--- config.mk ---
export PLATFORM = sky130hd
export DESIGN_NAME = conv_frame_encoder
export DESIGN_NICKNAME = d
export VERILOG_FILES = /design/src/rtl/conv_frame_encoder.sv
export SDC_FILE = /design/constraint.sdc
export NUM_CORES = 1
export LEC_CHECK = 0
export CAP_MARGIN = 30
export CORE_ASPECT_RATIO = 1.4
export CORE_UTILIZATION = 54
export CTS_CLUSTER_DIAMETER = 30
export DETAILED_ROUTE_END_ITERATION = 16
export PLACE_DENSITY = 0.81
export REMOVE_ABC_BUFFERS = 1
export SETUP_SLACK_MARGIN = 0.3
export SKIP_CTS_REPAIR_TIMING = 1
export SYNTH_ARGS = -nofsm -noshare
export SYNTH_HDL_FRONTEND = slang
export SYNTH_SLANG_ARGS = --single-unit
--- constraint.sdc ---
create_clock -name clk -period 2.4 [get_ports clk]
set_input_delay 0.24 -clock clk [delete_from_list [all_inputs] [get_ports clk]]
set_output_delay 0.24 -clock clk [all_outputs]
set_load 0.05 [all_outputs]
--- src/rtl/conv_frame_encoder.sv ---
// Rate-1/2 convolutional frame encoder: FRAME_LEN info bits plus K-1 zero tail bits per frame.
// Optional rate-2/3 puncturing ([11;10]) is built when the macro PUNCTURE_EN is defined.
module conv_frame_encoder #(
    parameter int           K         = 3,
    parameter logic [K-1:0] G0        = 3'b111,
    parameter logic [K-1:0] G1        = 3'b101,
    parameter int           FRAME_LEN = 256
) (
    input  logic        clk,
    input  logic        rst,
    input  logic        data_i,
    input  logic        data_valid_i,
    output logic        data_ready_o,
    output logic [1:0]  enc_o,
    output logic [1:0]  enc_mask_o,
    output logic        enc_valid_o,
    input  logic        enc_ready_i,
    output logic        frame_start_o,
    output logic        frame_end_o,
    output logic [15:0] frame_ct_o
);

    localparam int CW = (FRAME_LEN > 1) ? $clog2(FRAME_LEN) : 1;
    localparam int TW = (K > 2) ? $clog2(K - 1) : 1;
    localparam logic [CW-1:0] BIT_LAST  = CW'(FRAME_LEN - 1);
    localparam logic [TW-1:0] TAIL_LAST = TW'(K - 2);

    typedef enum logic {
        S_DATA = 1'b0,
        S_TAIL = 1'b1
    } state_t;

    state_t        state_reg;
    logic [CW-1:0] bit_cnt_reg;
    logic [TW-1:0] tail_cnt_reg;
    logic [K-2:0]  sr_reg;
    logic [K-2:0]  sr_next;
    logic [1:0]    enc_reg;
    logic          enc_valid_reg;
    logic          frame_start_reg;
    logic          frame_end_reg;
    logic [15:0]   frame_ct_reg;

    logic          adv;
    logic          emit;
    logic          enc_bit;
    logic [K-1:0]  u_vec;
    logic [1:0]    sym_raw;
    logic [1:0]    sym_next;

    assign adv          = ~enc_valid_reg | enc_ready_i;
    assign data_ready_o = (state_reg == S_DATA) & adv;
    assign emit         = (state_reg == S_DATA) ? (data_valid_i & adv) : adv;
    // Tail cycles feed zeros so the trellis always returns to state 0.
    assign enc_bit      = (state_reg == S_DATA) ? data_i : 1'b0;

    // u = {b, sr[0], sr[1], ...}: MSB is the current bit, sr[0] the most recent past bit.
    assign u_vec[K-1] = enc_bit;
    generate
        for (genvar gi = 0; gi < K - 1; gi++) begin : g_taps
            assign u_vec[K-2-gi] = sr_reg[gi];
        end
        if (K > 2) begin : g_sr_wide
            assign sr_next = {sr_reg[K-3:0], enc_bit};
        end else begin : g_sr_narrow
            assign sr_next = enc_bit;
        end
    endgenerate

    assign sym_raw = {^(u_vec & G0), ^(u_vec & G1)};

`ifdef PUNCTURE_EN
    logic       phase_reg;
    logic       cur_phase;
    logic [1:0] mask_reg;
    logic [1:0] mask_next;

    // Symbol index parity restarts at every frame's first info bit; tail symbols continue it.
    assign cur_phase  = (state_reg == S_DATA && bit_cnt_reg == '0) ? 1'b0 : phase_reg;
    assign sym_next   = cur_phase ? {sym_raw[1], 1'b0} : sym_raw;
    assign mask_next  = cur_phase ? 2'b10 : 2'b11;
    assign enc_mask_o = mask_reg;

    always_ff @(posedge clk) begin
        if (rst) begin
            phase_reg <= 1'b0;
            mask_reg  <= 2'b11;
        end else if (emit) begin
            phase_reg <= ~cur_phase;
            mask_reg  <= mask_next;
        end
    end
`else
    assign sym_next   = sym_raw;
    assign enc_mask_o = 2'b11;
`endif

    always_ff @(posedge clk) begin
        if (rst) begin
            state_reg       <= S_DATA;
            bit_cnt_reg     <= '0;
            tail_cnt_reg    <= '0;
            sr_reg          <= '0;
            enc_reg         <= 2'b00;
            enc_valid_reg   <= 1'b0;
            frame_start_reg <= 1'b0;
            frame_end_reg   <= 1'b0;
            frame_ct_reg    <= 16'd0;
        end else if (adv) begin
            if (emit) begin
                enc_reg       <= sym_next;
                enc_valid_reg <= 1'b1;
                sr_reg        <= sr_next;
                if (state_reg == S_DATA) begin
                    frame_start_reg <= (bit_cnt_reg == '0);
                    frame_end_reg   <= 1'b0;
                    if (bit_cnt_reg == BIT_LAST) begin
                        bit_cnt_reg <= '0;
                        state_reg   <= S_TAIL;
                    end else begin
                        bit_cnt_reg <= bit_cnt_reg + 1'b1;
                    end
                end else begin
                    frame_start_reg <= 1'b0;
                    if (tail_cnt_reg == TAIL_LAST) begin
                        frame_end_reg <= 1'b1;
                        frame_ct_reg  <= frame_ct_reg + 16'd1;
                        tail_cnt_reg  <= '0;
                        state_reg     <= S_DATA;
                        // Already zero after the flush; cleared anyway as a hard guarantee.
                        sr_reg        <= '0;
                    end else begin
                        frame_end_reg <= 1'b0;
                        tail_cnt_reg  <= tail_cnt_reg + 1'b1;
                    end
                end
            end else begin
                enc_valid_reg   <= 1'b0;
                frame_start_reg <= 1'b0;
                frame_end_reg   <= 1'b0;
            end
        end
    end

    assign enc_o         = enc_reg;
    assign enc_valid_o   = enc_valid_reg;
    assign frame_start_o = frame_start_reg;
    assign frame_end_o   = frame_end_reg;
    assign frame_ct_o    = frame_ct_reg;

endmodule

### Word level (Yosys, flattened, before mapping)

Cells that the tools add are included.

| word-level totals | value |
|---|---|
| word-level logic and storage cells | 40 |
| memories | 0 |
| flip-flop bits (word level) | 33 |
| output and inout port bits | 24 |
| bits in read-only memories | 0 |
| input bits | 5 |
| bits in writable memories | 0 |
| latch bits | 0 |

| cells by class | value |
|---|---|
| reductions and logical operators | 7 |
| bitwise operators | 5 |
| shift operators | 0 |
| muxes and demuxes | 15 |
| magnitude comparators | 0 |
| equal/unequal tests | 1 |
| div/mod/pow operators | 0 |
| $add $sub $neg | 3 |
| $mul | 0 |

Operators by type and width:

| cell | number |
|---|---|
| 16-bit by 1-bit adder with 16-bit output, second input constant | 1 |
| 1-bit two-way mux | 12 |
| 8-bit by 1-bit adder with 8-bit output, second input constant | 1 |
| 8-bit == test, second input constant | 1 |
| 8-bit logical NOT | 1 |
| 8-bit two-way mux | 1 |
| 3-bit AND reduction | 2 |
| 3-bit parity | 2 |
| 2-bit two-way mux | 2 |
| 4-bit AND reduction | 1 |
| 1-bit bitwise AND | 2 |
| 1-bit inverter | 2 |
| 2-bit AND reduction | 1 |
| 1-bit adder, second input constant | 1 |
| 1-bit bitwise OR | 1 |

### Depth between registers and ports, before layout

| logic depth | value |
|---|---|
| depth after elaboration | 5 |
| mapped depth | 6 |
| depth with buffers taken out | 5 |

### Least setup slack after synthesis

Ideal clock, no wire load.

| timing path | value |
|---|---|
| kind | flip-flop to flip-flop |
| start point | register frame_ct_reg[6], in the netlist frame_ct_o[6] |
| end point | register frame_ct_reg[14], in the netlist frame_ct_o[14] |
| required time | 2.279 ns |
| library setup time | 0.121 ns |
| path buffers | 1 |
| stages on the path, launching flop included | 6 |
| period minus slack after synthesis | 1.999 ns |
| data arrival time | 1.879 ns |
| slack | 0.401 ns |
| cell sequence | dfxtp_1 -> and4_1 -> clkbuf_1 -> nand3_1 -> nor4_1 -> mux2_2 |

| between the ends | value |
|---|---|
| word-level cells in the longest chain between the ends | 1 |

Ends and longest elaborated chain:

| item | RTL line | RTL |
|---|---|---|
| start, declared | 42 | `logic [15:0] frame_ct_reg;` |
| start signal, assigned | 127 | `frame_ct_reg <= frame_ct_reg + 16'd1;` |
| 16-bit by 1-bit adder with 16-bit output | 127 |  |

No other way between the ends.
A chain may end at the register's enable or synchronous reset.

### Worst setup path after layout

| timing path | value |
|---|---|
| start point | register frame_ct_reg[10], in the netlist frame_ct_o[10] |
| end point | output frame_ct_o[10] |

RTL lines:

| item | RTL line | RTL |
|---|---|---|
| end, declared | 20 | `output logic [15:0] frame_ct_o` |

No word-level cell between the ends.

==> metrics.txt <==
# TYPE chip_impl_metric gauge
chip_impl_info{name="top_layer_used",value="met4"} 1
chip_impl_metric{name="globalRouteTotalUtil",unit="%"} 24.7
chip_impl_info{name="worstSetupStartpointType",value="flip-flop"} 1
chip_impl_metric{name="min_delay_path_depth",unit=""} 2
chip_impl_metric{name="ys_seq_area_share",unit="%"} 41.4
chip_impl_metric{name="detailroute.wirelength.met3",unit="um"} 124
chip_impl_metric{name="design.final.nets",unit=""} 223
chip_impl_metric{name="critPathMaxStageDelay",unit="ns"} 0.84
chip_impl_info{name="critical-path-slowest-cell",value="sky130_fd_sc_hd__clkdlybuf4s50_1"} 1
chip_impl_metric{name="grt_antenna_before_repair",unit=""} 0
chip_impl_metric{name="cp_data_required_time",unit="ns"} 2.16
chip_impl_metric{name="post-route-drc-count",unit=""} 0
chip_impl_metric{name="worstSetupPathDepth",unit=""} 1
chip_impl_metric{name="worst_setup_hold_path_clk_slew",unit="ns"} 0.07
chip_impl_metric{name="async_reset_ff_share",unit="%"} 0
chip_impl_metric{name="dr_wl_met2",unit="mm"} 1.81
chip_impl_info{name="crit_family",value="buffers and inverters"} 1
chip_impl_metric{name="maxCapViolations",unit=""} 0
chip_impl_metric{name="synthDistinctLibCells",unit=""} 38
chip_impl_info{name="min_path_type",value="flip-flop to flip-flop"} 1
chip_impl_metric{name="final-instance-count-excl-fill",unit=""} 253
chip_impl_metric{name="max-clock-path-buffers",unit=""} 2
chip_impl_metric{name="h-tree-depth",unit=""} 2
chip_impl_metric{name="die_outline_area",unit="um2"} 3180
chip_impl_metric{name="dieWidth",unit="um"} 48.0
chip_impl_metric{name="num_vias",unit=""} 1441
chip_impl_metric{name="drv_slew",unit=""} 0
chip_impl_metric{name="worstMarginPinSlew",unit="ns"} 0.627
chip_impl_metric{name="synth-warning-count",unit=""} 0
chip_impl_metric{name="route.detailed.vias_per_inst",unit=""} 5.70
chip_impl_metric{name="routedWlPerCell",unit="um"} 13.1
chip_impl_info{name="critical_path.cell_chain",value="clkdlybuf4s50_1"} 1
chip_impl_metric{name="design_power_total",unit="mW"} 1.22
chip_impl_metric{name="core",unit="um2"} 2850
chip_impl_info{name="rsz_0062_raised_after_global_routing",value="no"} 1
chip_impl_metric{name="antennaDiodeCount",unit=""} 0
chip_impl_metric{name="largest_reg_flops",unit=""} 16
chip_impl_info{name="post-synth-top-area-cell",value="sky130_fd_sc_hd__dfxtp_1"} 1
chip_impl_info{name="clock-root-buffer",value="sky130_fd_sc_hd__clkbuf_8"} 1
chip_impl_metric{name="hold_violation_count_in_the_final_report",unit=""} 0
chip_impl_metric{name="first_pass_grt_wire_length",unit="mm"} 5.46
chip_impl_metric{name="path_max_fanout",unit=""} 8
chip_impl_metric{name="detail_route.wirelength.met1",unit="mm"} 1.27
chip_impl_metric{name="synth_edf_count",unit=""} 0
chip_impl_info{name="crit_path_end_kind",value="output port"} 1
chip_impl_metric{name="io_buffers",unit=""} 26
chip_impl_metric{name="grt_pass1_vias",unit=""} 1346
chip_impl_metric{name="cts_inserted_buffers",unit=""} 5
chip_impl_metric{name="drt_first_iter_violations",unit=""} 33
chip_impl_metric{name="total_wirelength",unit="mm"} 3.31
chip_impl_metric{name="ratio_of_cells_with_drive_above_1_in_the_final_layout",unit="%"} 9.26
chip_impl_metric{name="fin_setup_tns",unit="ns"} 0
chip_impl_metric{name="cts_sinks",unit=""} 33
chip_impl_metric{name="global_route.overflow_total",unit=""} 0
chip_impl_metric{name="synth_top_area_share",unit="%"} 41.4
chip_impl_metric{name="worst_skew_pair.late_latency",unit="ns"} 0.29
chip_impl_info{name="postSynth.topFlopCell",value="sky130_fd_sc_hd__dfxtp_1"} 1
chip_impl_metric{name="max-slew-margin-rel",unit="%"} 58.1
chip_impl_metric{name="place.detailed.instances",unit=""} 245
chip_impl_metric{name="period_minus_slack",unit="ns"} 1.81
chip_impl_metric{name="netlist_instances",unit=""} 188
chip_impl_metric{name="ioPinCount",unit=""} 29
chip_impl_metric{name="finalClockSkew",unit="ns"} 0.00323
chip_impl_metric{name="portion_of_the_clock_cycle_consumed_by_the_worst_path_in_the_final_layout",unit="%"} 75.6
chip_impl_metric{name="place_ws",unit="ns"} 0.309
chip_impl_metric{name="initial_core_util",unit="%"} 56.0
chip_impl_metric{name="achievable-frequency",unit="MHz"} 551
chip_impl_metric{name="power_per_unit_of_standard_cell_area",unit="nW/um2"} 608
chip_impl_metric{name="synth_area_per_cell",unit="um2"} 8.49
chip_impl_metric{name="ys_ff_latch",unit=""} 33
chip_impl_info{name="criticalPathCategory",value="flip-flop to output port"} 1
chip_impl_metric{name="leakage",unit="nW"} 0.705
chip_impl_info{name="run_status",value="finished, final reports clean"} 1
chip_impl_metric{name="place.gp.congestion",unit=""} 0.780
chip_impl_metric{name="setup-violations-final",unit=""} 0
chip_impl_metric{name="worst_setup_margin",unit="ns"} 0.586
chip_impl_metric{name="dpl.hpwl",unit="mm"} 2.38
chip_impl_metric{name="critical_path_arrival",unit="ns"} 1.57
chip_impl_metric{name="antenna_left",unit=""} 0
chip_impl_metric{name="detailedRoute.firstPassIterationCount",unit=""} 4
chip_impl_metric{name="floorplan.rows",unit=""} 23
chip_impl_metric{name="final_core_util",unit="%"} 70.3
chip_impl_metric{name="netlist_area",unit="um2"} 1600
chip_impl_info{name="synth_area_leaders",value="sky130_fd_sc_hd__dfxtp_1, sky130_fd_sc_hd__nor2_1, sky130_fd_sc_hd__xnor2_1"} 1
chip_impl_metric{name="irDropWorstVdd",unit="mV"} 0.465
chip_impl_metric{name="r2r.worst_path.cells",unit=""} 4
chip_impl_info{name="cts_tree",value="yes"} 1
chip_impl_metric{name="cp.buffers_inverters",unit=""} 1
chip_impl_metric{name="grt_start_max_net_pins",unit=""} 20
chip_impl_metric{name="die_height",unit="um"} 66.3
chip_impl_metric{name="area.growth.synth_to_final",unit="%"} 25.4
[kinds of logic after synthesis]
kind of cell             Yosys count  synth area share (%)
AND/OR/NAND/NOR                   94                  31.7
flip-flops                        33                  41.4
XOR/XNOR                          15                  8.23
adder cells (fa/ha/maj)            3                  2.35
other                              1                 0.235
AO/OA/AOI/OAI                     22                  7.99
multiplexers                       5                  3.53
buffers and inverters             15                  4.54
[tightest hold or removal path: cells and delay by family, from the launching register on]
kind	cells	cell delay, ns
compound gates	1	0.05
simple gates	1	0.06
flops	1	0.32
[final cells by class]
class,instances,area (um2)
clock buffers,7,86.3
clock inverters,1,30.0
fillers,226,847
inverters,3,11.3
multi-input cells,141,867
flip-flops and latches,33,661
well taps,37,46.3
repair buffers,31,300
[layer usage]
| metal | global-route usage [%] | vias to the layer above |
|---|---|---|
| met2 | 43.1 | 39 |
| met3 | 7.10 | 11 |
| met4 | 14.9 | 0 |
| met1 | 23.9 | 685 |
| met5 | 0 | - |
| li1 | - | 706 |
[path summary, 6_finish.rpt]
| check | from | endpoint | slack, ns |
|---|---|---|---|
| min reg2reg | sr_reg[1] | sr_reg[1] | 0.47 |
| max | frame_ct_o[10] | frame_ct_o[10] | 0.59 |
| min | sr_reg[1] | sr_reg[1] | 0.47 |
| max reg2reg | tail_cnt_reg | frame_ct_o[9] | 0.64 |
[cell usage after synthesis, types with 5 or more instances]
library cell,number
sky130_fd_sc_hd__xnor2_1,10
sky130_fd_sc_hd__clkbuf_1,6
sky130_fd_sc_hd__nand3_1,12
sky130_fd_sc_hd__nor2_1,29
sky130_fd_sc_hd__nor2b_1,7
sky130_fd_sc_hd__dfxtp_1,33
sky130_fd_sc_hd__nand2_1,10
sky130_fd_sc_hd__nor4_1,6
sky130_fd_sc_hd__xor2_1,5
sky130_fd_sc_hd__a21oi_1,9
sky130_fd_sc_hd__o21ai_0,6
sky130_fd_sc_hd__mux2_2,5
[cells in the final DEF, fill, tap and decap left out, types with 2 or more instances in the layout]
cell type / netlist / final
sky130_fd_sc_hd__nor3_1: 4 / 4
sky130_fd_sc_hd__nor4_1: 6 / 6
sky130_fd_sc_hd__dfxtp_1: 33 / 33
sky130_fd_sc_hd__conb_1: 1 / 2
sky130_fd_sc_hd__nand4_1: 3 / 3
sky130_fd_sc_hd__mux2_2: 5 / 5
sky130_fd_sc_hd__o21ai_0: 6 / 6
sky130_fd_sc_hd__nor2_1: 29 / 29
sky130_fd_sc_hd__xor2_1: 5 / 5
sky130_fd_sc_hd__a31oi_1: 2 / 2
sky130_fd_sc_hd__nand2_1: 10 / 10
sky130_fd_sc_hd__nand4b_1: 3 / 3
sky130_fd_sc_hd__a21oi_1: 9 / 9
sky130_fd_sc_hd__nor2b_1: 7 / 7
sky130_fd_sc_hd__and3_1: 4 / 4
sky130_fd_sc_hd__clkbuf_8: 0 / 6
sky130_fd_sc_hd__ha_1: 3 / 3
sky130_fd_sc_hd__nand3_1: 12 / 12
sky130_fd_sc_hd__buf_4: 2 / 5
sky130_fd_sc_hd__clkdlybuf4s50_1: 0 / 25
sky130_fd_sc_hd__xnor2_1: 10 / 10
sky130_fd_sc_hd__inv_1: 3 / 3
sky130_fd_sc_hd__or3_1: 4 / 4
sky130_fd_sc_hd__nor4b_1: 3 / 3
sky130_fd_sc_hd__a32oi_1: 2 / 2
sky130_fd_sc_hd__and4_1: 2 / 2
[stage by stage]
step | hold slack [ns] | area (um2)
after CTS | 0.470 | 2000
after global routing | 0.511 | 2000
after detailed placement | 0.462 | 1880
final | 0.473 | 2000
after floorplan | 0.309 | 1540
after global placement | 0.453 | 1880
[where the power goes]
part           switching, mW  internal, mW
Clock                  0.200         0.338
Combinational         0.0689        0.0404
Sequential            0.0104         0.560
Total                  0.279         0.938
No activity file was read; power rests on OpenSTA's default activity.
==> patch 1: new RTL, same settings <==
Set the parameter `FRAME_LEN` to 512 (it was 256).
--- a/src/rtl/conv_frame_encoder.sv
+++ b/src/rtl/conv_frame_encoder.sv
@@ -4,7 +4,7 @@
     parameter int           K         = 3,
     parameter logic [K-1:0] G0        = 3'b111,
     parameter logic [K-1:0] G1        = 3'b101,
-    parameter int           FRAME_LEN = 256
+    parameter int           FRAME_LEN = 512
 ) (
     input  logic        clk,
     input  logic        rst,
Function: no difference found for any inputs over 10 cycles, from zero or initial values and one cycle with rst high; that may be too few to reach the edited logic, so the function may still have changed.
==> patch 1 against the unedited design <==
  * Clock power is 41% lower
  * Setup slack worse by 0.058 ns
  * Area after synthesis fell by 1.6%
  * Count of clock-buffer cells in the layout is 1 lower
  * Design area down 4.2%
  * Combinational power fell by 7%
  * Sequential share of layout area increased by 2.5 points
  * First-iteration DRC count fell by 12%
  * Die area decreased by 1.5%
  * Total power is 18% lower
  * Sequential cell count grew 1
  * Routed wire length grew 8.3%
==> patch 1: results (changes against the unedited design) <==
status=finished clean; Post-Synth XOR/XNOR Area=0.0836 (+0.00131); CP arrival=1.63 ns (+0.06 ns); power share of the combinational group=0.101 (+0.011); top cells by area, synth=dfxtp_1 (43%), xnor2_1 (7.2%), nor2_1 (6.2%), a21oi_1 (4.8%), o21ai_0 (4.1%); compound-cell area share of the yosys netlist=0.125 (+0.0451); met3 GRT Util=0.0464 (-0.0246); global-route wire length before repair=6070 µm (+11%); root buffer cell=clkbuf_4; GR Util met2=0.488 (+0.0573); clk slew on worst S/H paths=0.10 ns (+0.03 ns); max_slew headroom=0.666 (+0.0850); largest net degree at the start of global routing=15 (-25%); Post-DP HPWL=2670 µm (+12%); vias in the first global route=1,399 (+3.9%); sequential share of power=0.583 (+0.115); Total GRT Usage=0.272 (+0.0252); CTS Buf Count=5 (unchanged); GR Util met1=0.279 (+0.0396); worst-path fanout max=6 (-2); Crit Reg-Reg Endpoint=frame_ct_o[13]; VDD IR-drop max=404 µV (-13%); Commonest cells post-synth=dfxtp_1 (34), nor2_1 (26), a21oi_1 (15); Switching Share=0.259 (+0.0296); RD Place Congestion=0.775 (-0.67%); Via density=5.69 (-0.16%); Metal-1 WL=1410 µm (+11%); met3 wire length=98 µm (-21%); routed len/inst=14.2 µm (+8.7%); layout cell share with drive strength beyond 1=0.0648 (-0.0278); Setup Skew=0.0104 ns (+0.00717 ns); adder-cell share of the synthesized area=0.0398 (+0.0163); CP endpoint=frame_ct_o[3]; worst reg2reg setup slack=0.57 ns (-0.07 ns); DRT iter0 DRCs=29 (-12%); leakage=0.662 nW (-6.1%)
patch 1: changes by cell type after synthesis, moves of 4 or more:
cell     unedited run  this run
and3_1              4         0
a21oi_1             9        15
mux2_2              5         0
nor2b_1             7         1
o21ai_0             6        13
patch 1: per-stage QoR:
stage,cell area [µm²],hold slack [ns],power [mW],setup slack (ns)
6_report,1920,0.481,0.997,0.528
5_1_grt,1920,0.496,1.03,0.453
4_1_cts,1920,0.484,0.999,0.524
3_5_place_dp,1870,0.471,0.693,0.293
3_3_place_gp,1870,0.452,0.689,0.353
2_1_floorplan,1520,0.309,0.651,0.195
patch 1: worst min-delay path, stage by stage, from the launching register on:
cell     delay (ns)
dfxtp_1        0.33
nand2_1        0.06
a21oi_1        0.05
patch 1: final cells by class:
class / instances / area (µm²)
Fill cell: 244 / 781
Sequential cell: 34 / 681
Clock buffer: 6 / 51.3
Timing Repair Buffer: 32 / 303
Inverter: 5 / 18.8
Multi-Input combinational cell: 139 / 818
Tap cell: 36 / 45.0
==> patch 2: new RTL, same flow settings <==
Made on the original files. `G0`: 3'b111 -> 3'b011.
--- a/src/rtl/conv_frame_encoder.sv
+++ b/src/rtl/conv_frame_encoder.sv
@@ -2,7 +2,7 @@
 // Optional rate-2/3 puncturing ([11;10]) is built when the macro PUNCTURE_EN is defined.
 module conv_frame_encoder #(
     parameter int           K         = 3,
-    parameter logic [K-1:0] G0        = 3'b111,
+    parameter logic [K-1:0] G0        = 3'b011,
     parameter logic [K-1:0] G1        = 3'b101,
     parameter int           FRAME_LEN = 256
 ) (
Behaviour: not the same (a bounded check fails within 4 cycles, from zero or initial values and one cycle with rst high).
==> patch 2 against the unedited design <==
  * Setup slack got worse by 0.13 ns
  * Worst hold slack improved by 0.019 ns
  * Synthesized cell count fell by 3.2%
  * Sequential cell count did not move
  * Total power fell by 8.5%
  * Routed wire length rose by 0.57%
  * Area after synthesis fell by 4.3%
  * Design area fell by 5.0%
  * Critical endpoint is now frame_ct_o[12]
  * Highest routed layer unchanged
==> patch 2: results (changes against the unedited design) <==
top cells by area, synth=dfxtp_1 (43%), nor2_1 (6.4%), xnor2_1 (5.7%), a21oi_1 (4.6%), or4_1 (2.9%); Seq/Total Area, Yosys=0.432 (+0.0186); hold_sp=frame_ct_o[15]; status=finished clean; Post-Route WL=3330 µm (+0.57%); CP arrival=2.22 ns (+0.65 ns); Commonest cells post-synth=dfxtp_1 (33), nor2_1 (26), a21oi_1 (14); Mapped Avg Cell Area=8.39 µm² (-1.2%); RD Place Congestion=0.831 (+6.5%); root buffer cell=clkbuf_4; Crit Reg-Reg Endpoint=frame_ct_o[12]; Via Count=1,389 (-3.6%); placed insts=237 (-3.3%); vias in the first global route=1,324 (-1.6%); r2r startpoint=frame_ct_o[0]; Distinct cells, synth=35 (-7.9%); clk slew on worst S/H paths=0.10 ns (+0.03 ns); leakage=0.617 nW (-13%); Post-DP HPWL=2500 µm (+5.0%); Via density=5.67 (-0.46%); worst-case reg-to-reg path depth=5 (+1); Clk Latency, worst-skew pair=0.33 ns (+0.04 ns); Min-Delay Endpoint=frame_ct_o[15]; max_slew headroom=0.650 (+0.0698); VDD IR-drop max=488 µV (+4.8%); layout cell share with drive strength beyond 1=0.0574 (-0.0352); worst reg2reg setup slack=0.46 ns (-0.18 ns); Placement Cell Area=1810 µm² (-3.7%); DRT iter0 DRCs=38 (+15%)
patch 2: cell count changes after synthesis, sizes merged, moves of 3 or more:
cell	delta
and3	-4
or4	+5
a21oi	+5
nor2	-3
nand4b	-3
or3	+3
nand3	-4
nor2b	-5
mux2	-5
o31ai	+3
patch 2: where the power goes:
group	switching, mW	internal [mW]	total, mW
Clock	0.188	0.249	0.437
Sequential	0.0112	0.559	0.570
Combinational	0.0675	0.0395	0.107
patch 2: logic make-up (layout without fill, tap and decap cells):
family / count (synthesis) / in the layout / synth area share
compound gates: 34 / 34 / 0.134
flops: 33 / 33 / 0.432
buf+inv: 16 / 42 / 0.0500
other cells: 1 / 2 / 0.00245
fa+ha+maj: 3 / 3 / 0.0246
xor+xnor: 15 / 15 / 0.0860
simple gates: 80 / 80 / 0.270
patch 2: routing by layer:
metal	vias up	track usage	share of wire
li1	690	-	-
met4	0	0.111	0.012
met1	652	0.240	0.37
met5	-	0	0
met2	43	0.465	0.57
met3	4	0.0864	0.048
patch 2: cell type report:
| type | instances | area (µm²) |
|---|---|---|
| inverters | 5 | 18.8 |
| multi-input cells | 134 | 795 |
| clock inverters | 1 | 30.0 |
| flip-flops and latches | 33 | 661 |
| repair buffers | 29 | 298 |
| fillers | 229 | 741 |
| clock buffers | 7 | 55.1 |
| well taps | 36 | 45.0 |
patch 2: metrics by stage:
stage                      util  worst slack, ns
after floorplan               -            0.231
after global placement    0.687            0.201
after detailed placement  0.687            0.155
after CTS                 0.719            0.264
after global routing      0.720            0.342
final                     0.720            0.460
patch 2: critical path, stage by stage, from the launching register on:
cell,delay [ns]
dfxtp_1,0.41
ha_1,0.21
nand2_1,0.09
or4_1,0.52
or4_1,0.51
a21oi_1,0.14
patch 2: worst max-delay path by stage:
| stage | from | to | slack [ns] | depth (start not counted) |
|---|---|---|---|---|
| global placement | enc_ready_i | frame_ct_o[12] | 0.20 | 5 |
| floorplan | frame_ct_o[0] | frame_ct_o[12] | 0.23 | 5 |
| finish | frame_ct_o[0] | frame_ct_o[12] | 0.46 | 5 |
| CTS | enc_valid_o | data_ready_o | 0.26 | 3 |
| global route | frame_ct_o[0] | frame_ct_o[12] | 0.34 | 5 |
| detailed placement | enc_ready_i | frame_ct_o[12] | 0.15 | 5 |
